### config.mk
export PLATFORM = sky130hd
export DESIGN_NAME = branch_resolve_rv32
export DESIGN_NICKNAME = d
export VERILOG_FILES = /design/src/rtl/rv_branch_pkg.sv /design/src/rtl/branch_cmp.sv /design/src/rtl/branch_resolve_rv32.sv
export SDC_FILE = /design/constraint.sdc
export NUM_CORES = 1
export LEC_CHECK = 0
export BUFFER_PORTS_ARGS = -buffer_cell sky130_fd_sc_hd__buf_2
export CAP_MARGIN = 20
export CORE_MARGIN = 2
export CORE_UTILIZATION = 59
export CTS_BUF_LIST = sky130_fd_sc_hd__clkbuf_4
export DETAILED_ROUTE_END_ITERATION = 16
export PLACE_DENSITY = 0.89
export SYNTH_ARGS = -nofsm -noshare
export SYNTH_HDL_FRONTEND = slang
export SYNTH_SLANG_ARGS = --single-unit
export TNS_END_PERCENT = 1
### constraint.sdc
create_clock -name clk -period 5.05 [get_ports clk]
set_clock_uncertainty 0.15 [all_clocks]
set_input_delay 0.7575 -clock clk [delete_from_list [all_inputs] [get_ports clk]]
set_output_delay 0.7575 -clock clk [all_outputs]
set_load 0.01 [all_outputs]
### src/rtl/rv_branch_pkg.sv
`default_nettype none
// ============================================================================
//  Module      : rv_branch_pkg
//  Description : Shared constants for the RV32I branch resolution block:
//                branch funct3 codes, resolver FSM state encoding and the
//                width of the wrong-path squash counter.
//  Revision    : 1.0 - initial release
// ============================================================================
package rv_branch_pkg;

    // B-type condition select (funct3)
    localparam logic [2:0] F3_BEQ  = 3'b000;
    localparam logic [2:0] F3_BNE  = 3'b001;
    localparam logic [2:0] F3_BLT  = 3'b100;
    localparam logic [2:0] F3_BGE  = 3'b101;
    localparam logic [2:0] F3_BLTU = 3'b110;
    localparam logic [2:0] F3_BGEU = 3'b111;

    // Wide enough for the largest supported squash length (7)
    localparam int SQ_CNT_W = 3;

    typedef enum logic [0:0] {
        ST_IDLE   = 1'b0,
        ST_SQUASH = 1'b1
    } br_state_t;

endpackage : rv_branch_pkg
`default_nettype wire

### src/rtl/branch_cmp.sv
`default_nettype none
// ============================================================================
//  Module      : branch_cmp
//  Description : Combinational RV32I branch condition evaluator.
//                Ports: rs1, rs2 (operands), funct3 (condition select),
//                take (1 = condition holds). Reserved codes 010/011 give 0.
//  Revision    : 1.0 - initial release
// ============================================================================
module branch_cmp
    import rv_branch_pkg::*;
#(
    parameter int XLEN = 32
) (
    input  logic [XLEN-1:0] rs1,
    input  logic [XLEN-1:0] rs2,
    input  logic [2:0]      funct3,
    output logic            take
);

    logic w_eq;
    logic w_lt_s;
    logic w_lt_u;

    assign w_eq   = (rs1 == rs2);
    assign w_lt_s = ($signed(rs1) < $signed(rs2));
    assign w_lt_u = (rs1 < rs2);

    always_comb begin
        take = 1'b0;
        case (funct3)
            F3_BEQ:  take = w_eq;
            F3_BNE:  take = ~w_eq;
            F3_BLT:  take = w_lt_s;
            F3_BGE:  take = ~w_lt_s;
            F3_BLTU: take = w_lt_u;
            F3_BGEU: take = ~w_lt_u;
            default: take = 1'b0;
        endcase
    end

endmodule : branch_cmp
`default_nettype wire

### src/rtl/branch_resolve_rv32.sv
`default_nettype none
// ============================================================================
//  Module      : branch_resolve_rv32
//  Description : Execute-stage resolver for RV32I branches, JAL and JALR.
//                Produces a registered one-cycle redirect (branch,
//                branch_addr) to the PC unit, then discards SQUASH_CYCLES
//                cycles of wrong-path input while flush is high. Returns
//                pc+4 as link data for JAL/JALR and flags misaligned targets.
//  Ports       : clk, rst (sync, active-high)
//                ex_valid/ex_pc/ex_is_br/ex_is_jal/ex_is_jalr/ex_funct3/
//                ex_rs1/ex_rs2/ex_imm - instruction under resolution
//                branch, branch_addr  - redirect strobe and target
//                flush                - wrong-path discard window
//                link_valid, link_data- rd writeback for JAL/JALR
//                misalign_exc         - taken target not word aligned
//  Revision    : 1.0 - initial release
// ============================================================================
module branch_resolve_rv32
    import rv_branch_pkg::*;
#(
    parameter int SQUASH_CYCLES = 2,
    parameter int XLEN          = 32
) (
    input  logic            clk,
    input  logic            rst,
    input  logic            ex_valid,
    input  logic [XLEN-1:0] ex_pc,
    input  logic            ex_is_br,
    input  logic            ex_is_jal,
    input  logic            ex_is_jalr,
    input  logic [2:0]      ex_funct3,
    input  logic [XLEN-1:0] ex_rs1,
    input  logic [XLEN-1:0] ex_rs2,
    input  logic [XLEN-1:0] ex_imm,
    output logic            branch,
    output logic [XLEN-1:0] branch_addr,
    output logic            flush,
    output logic            link_valid,
    output logic [XLEN-1:0] link_data,
    output logic            misalign_exc
);

    localparam logic [SQ_CNT_W-1:0] C_SQ_LOAD = SQ_CNT_W'(SQUASH_CYCLES - 1);

    br_state_t           r_state;
    br_state_t           w_state_next;
    logic [SQ_CNT_W-1:0] r_sq_cnt;
    logic [SQ_CNT_W-1:0] w_sq_cnt_next;

    logic            w_take;
    logic            w_accept;
    logic            w_is_jump;
    logic            w_taken;
    logic            w_aligned;
    logic            w_redirect;
    logic [XLEN-1:0] w_pc_target;
    logic [XLEN-1:0] w_jalr_target;
    logic [XLEN-1:0] w_target;

    branch_cmp #(
        .XLEN (XLEN)
    ) u_cmp (
        .rs1    (ex_rs1),
        .rs2    (ex_rs2),
        .funct3 (ex_funct3),
        .take   (w_take)
    );

    // Inputs are only consumed while idle; anything arriving during the
    // squash window is wrong-path and silently dropped.
    assign w_accept  = ex_valid && (r_state == ST_IDLE);
    assign w_is_jump = ex_is_jal | ex_is_jalr;
    assign w_taken   = w_is_jump | (ex_is_br & w_take);

    assign w_pc_target   = ex_pc + ex_imm;
    assign w_jalr_target = (ex_rs1 + ex_imm) & ~XLEN'(1);

    // jal > jalr > br: JALR only selects its own target when JAL is clear
    assign w_target   = (ex_is_jalr && !ex_is_jal) ? w_jalr_target : w_pc_target;
    assign w_aligned  = (w_target[1:0] == 2'b00);
    assign w_redirect = w_accept && w_taken && w_aligned;

    // ------------------------------------------------------------------
    // Squash FSM
    // ------------------------------------------------------------------
    always_ff @(posedge clk) begin
        if (rst) begin
            r_state  <= ST_IDLE;
            r_sq_cnt <= '0;
        end else begin
            r_state  <= w_state_next;
            r_sq_cnt <= w_sq_cnt_next;
        end
    end

    // Counter is loaded with SQUASH_CYCLES-1 so the SQUASH state, and with
    // it flush, lasts exactly SQUASH_CYCLES cycles.
    always_comb begin
        w_state_next  = r_state;
        w_sq_cnt_next = r_sq_cnt;
        case (r_state)
            ST_IDLE: begin
                if (w_redirect) begin
                    w_state_next  = ST_SQUASH;
                    w_sq_cnt_next = C_SQ_LOAD;
                end
            end
            ST_SQUASH: begin
                if (r_sq_cnt == '0) begin
                    w_state_next = ST_IDLE;
                end else begin
                    w_sq_cnt_next = r_sq_cnt - 1'b1;
                end
            end
            default: begin
                w_state_next  = ST_IDLE;
                w_sq_cnt_next = '0;
            end
        endcase
    end

    assign flush = (r_state == ST_SQUASH);

    // ------------------------------------------------------------------
    // Output registers
    // ------------------------------------------------------------------
    always_ff @(posedge clk) begin
        if (rst) begin
            branch       <= 1'b0;
            branch_addr  <= '0;
            link_valid   <= 1'b0;
            link_data    <= '0;
            misalign_exc <= 1'b0;
        end else begin
            branch       <= w_redirect;
            misalign_exc <= w_accept && w_taken && !w_aligned;
            link_valid   <= w_accept && w_is_jump;
            // Target is reported for misaligned jumps too, so the trap
            // handler can see the faulting address.
            if (w_accept && w_taken) begin
                branch_addr <= w_target;
            end
            if (w_accept && w_is_jump) begin
                link_data <= ex_pc + XLEN'(4);
            end
        end
    end

endmodule : branch_resolve_rv32
`default_nettype wire

==> impl_metrics.ini <==
[detailed_routing]
ant_nets = 0
maxUsedRoutingLayer = met4
drc_errors = 0
met2RoutedLength_um = 10300
wl_met3_um = 1870
num_vias = 8064
detail_route.iter0.violations = 778
mean_routed_wirelength_per_cell_um = 17.2
wirelength_met1_um = 10100
first_pass_iters = 5
drt-vias-per-instance = 6.07
routed_wl_um = 22800

[timing]
rsz0062_at_grt = false
max_slew.worst_pin.slew_ns = 1.07
relSlewSlack_pct = 27.6
final_max_slew_viol_count = 0
finalHoldViolations = 0
setup_viol = 0
layout_setup_ws_ns = 1.38
fmaxAchievable_mhz = 272
setup_total_negative_slack_ns = 0
finalCriticalPeriod_ns = 3.67
final.period_utilization_pct = 72.8

[global_routing]
grt_max_degree = 64
antenna_violations_before_repair = 1
first_global_vias = 7181
gr-total-overflow = 0
globalRouteTotalUtil_pct = 33.5
grt_first_pass_wirelength_um = 35500

[pwr]
totalPowerFinal_w = 0.00196
power.density_nw_per_um2 = 226
worst_ir_drop_vdd_mv = 0.104
total_leakage_power_nw = 4.15

[floorplanning]
die-area_um2 = 13400
placeableCoreArea_um2 = 12100
fp-row-count = 40
io_pins = 205
dieWidth_um = 116
start_util_pct = 60.8
chipHeight_um = 116

[synthesis]
seq_area_frac_synth_pct = 19.3
synth_top_flop_cell = sky130_fd_sc_hd__dfxtp_1
syn_nets = 1204
synth_top_family_by_area = compound AO/OA/AOI/OAI gates
synth_simple_gate_area_share_pct = 22.2
yosys_register_bits = 71
synthesis.area_um2 = 7360
synth_edf_count = 0
netlist-cell-type-count = 76
postSynthAreaPerCell_um2 = 7.59
post_synth_xor_area_fraction_pct = 8.21
synth_adder_area_share_pct = 16.9
synth_warnings = 0
muxShareOfSynthArea_pct = 0.136
syn_inst = 969
synth-compound-area-share_pct = 28.0
async_reset_ff_share_pct = 0

[place]
dpl-instance-area_um2 = 8490
dp_worst_setup_slack_ns = 1.02
place_hpwl_um = 18400
portBuffers = 204
routabilityCongestion = 0.929

[cells_and_area]
layout-drive-gt1-share_pct = 21.6
area_growth_pct = 17.6
fin_nets = 1390
final.fill_count = 1051
finalInstanceArea_um2 = 8650

[worst_setup_path]
highest_cell_delay_on_the_worst_timing_path_ns = 0.49
worst_ep_arrival_time_ns = 3.81
timing.critical_path.from_type = input port
cp_max_delay_cell = sky130_fd_sc_hd__nor3_1
criticalPathCategory = input port to flip-flop
path_max_fanout = 33
endpoint_kind = flip-flop
critPathRequiredTime_ns = 5.18
critical_path.cell_chain = buf_2 > ha_1 > nand2_1 > nor3_1 > a21oi_1 > a31oi_1 > o21ai_0 > a211oi_4 > buf_4 > a2bb2oi_2 > and2_1 > a311oi_1

[clock_tree]
numCtsBuffers = 9
clock_sink_count = 71
cts.root.buffer_cell = sky130_fd_sc_hd__clkbuf_4
clk_pin_slew_worst_paths_ns = 0.13
cts.path.max_buffers = 2
cts_tree = done
postCtsHoldBufs = 0
h-tree-depth = 3
clock_network_latency_to_the_later_pin_of_the_worst_skew_pair_ns = 0.43
postCtsSetupRepairBufs = 0
cts_repair_resize_count = 0

[hold_path]
hold_path.class = flip-flop to flip-flop

[job]
max_cap_viol_count = 0

[outcome]
outcome = completed
-- critical path, delay by kind of cell --
kind,cells,cell delay (ns)
adders and majority gates,1,0.43
buffers and inverters,2,0.54
AOI/OAI and AO/OA,6,1.32
and+or+nand+nor,3,0.73
-- cell usage after synthesis, types with 5 or more instances --
master / instances / area, µm²
sky130_fd_sc_hd__nand3_1: 29 / 145
sky130_fd_sc_hd__a21o_1: 22 / 165
sky130_fd_sc_hd__o211ai_1: 8 / 60.1
sky130_fd_sc_hd__o21a_1: 5 / 37.5
sky130_fd_sc_hd__a21oi_1: 86 / 430
sky130_fd_sc_hd__clkbuf_1: 25 / 93.8
sky130_fd_sc_hd__and4_1: 5 / 43.8
sky130_fd_sc_hd__a21boi_0: 7 / 52.6
sky130_fd_sc_hd__nor2_1: 100 / 375
sky130_fd_sc_hd__nand4_1: 14 / 87.6
sky130_fd_sc_hd__or3_1: 11 / 68.8
sky130_fd_sc_hd__xor2_1: 36 / 315
sky130_fd_sc_hd__o211a_1: 5 / 50.1
sky130_fd_sc_hd__a211oi_1: 44 / 330
sky130_fd_sc_hd__nand2b_1: 14 / 87.6
sky130_fd_sc_hd__a31oi_1: 9 / 56.3
sky130_fd_sc_hd__and3_1: 20 / 125
sky130_fd_sc_hd__ha_1: 96 / 1200
sky130_fd_sc_hd__a311oi_1: 10 / 87.6
sky130_fd_sc_hd__inv_1: 58 / 218
sky130_fd_sc_hd__o21ai_0: 51 / 255
sky130_fd_sc_hd__nand2_1: 79 / 297
sky130_fd_sc_hd__xnor2_1: 33 / 289
sky130_fd_sc_hd__nor2b_1: 14 / 87.6
sky130_fd_sc_hd__o21bai_1: 5 / 37.5
sky130_fd_sc_hd__nor3_1: 23 / 115
sky130_fd_sc_hd__dfxtp_1: 71 / 1420
sky130_fd_sc_hd__buf_2: 7 / 35.0
-- cell families after synthesis --
| logic type | count (synthesis) |
|---|---|
| compound gates | 299 |
| xor+xnor | 69 |
| fa+ha+maj | 98 |
| buf+inv | 95 |
| flops | 71 |
| mux | 1 |
| simple gates | 336 |
-- cell usage in the layout, fill, tap and decap left out, drive strengths merged, types with 23 or more instances in the layout --
cell type | synthesis | final
a211oi | 45 | 45
a21oi | 86 | 86
and3 | 23 | 23
buf | 10 | 211
dfxtp | 71 | 71
ha | 96 | 96
inv | 59 | 60
nand2 | 79 | 79
nand3 | 29 | 29
nor2 | 100 | 100
nor3 | 25 | 25
o21ai | 54 | 54
xnor2 | 33 | 33
xor2 | 36 | 36
-- sequential cells by signal, summed over array words and instances, names as in the netlist --
register and flops:
r_sq_cnt 3, link_valid 1, branch_addr 32, link_data 32, branch 1, flush 1
misalign_exc 1
-- where the power goes --
part	leakage [nW]	switching (W)	internal [W]	total, W
logic	3.48	0.000508	0.000361	0.000869
clock network	0.0802	0.000234	0.000201	0.000435
registers	0.587	0.0000355	0.000618	0.000654
-- per-stage QoR --
stage	util [%]	instances	hold slack, ns
final	71.4	1329	0.319
after global routing	71.4	1329	0.330
after CTS	71.4	1328	0.319
after detailed placement	70.1	1312	0.299
after global placement	70.0	1311	0.285
after floorplan	-	969	0.270
-- layer usage --
layer	vias up	GRT usage (%)
met1	3715	46.8
li1	3935	-
met4	0	10.1
met5	-	0
met2	369	54.1
met3	45	4.55
-- worst paths after layout --
check                       from             end  slack (ns)  depth (start not counted)
hold reg to reg   branch_addr[9]  branch_addr[9]        0.32                          2
hold / removal    branch_addr[9]  branch_addr[9]        0.32                          2
setup / recovery      ex_rs1[31]     r_sq_cnt[0]        1.38                         12
setup reg to reg           flush     r_sq_cnt[0]        2.38                          8
-- layout make-up --
type                       count  area (µm²)  share of cell area, %
antenna                        1        2.50                 0.0289
clock buffer                   9        67.6                  0.781
clock inverter                 7        96.3                   1.11
inverter                      59         221                   2.56
multi-input combinational    803        5560                   64.2
sequential                    71        1420                   16.4
tap                          168         210                   2.43
timing repair buffer         211        1080                   12.4
Power figures use the tool's default switching activity.
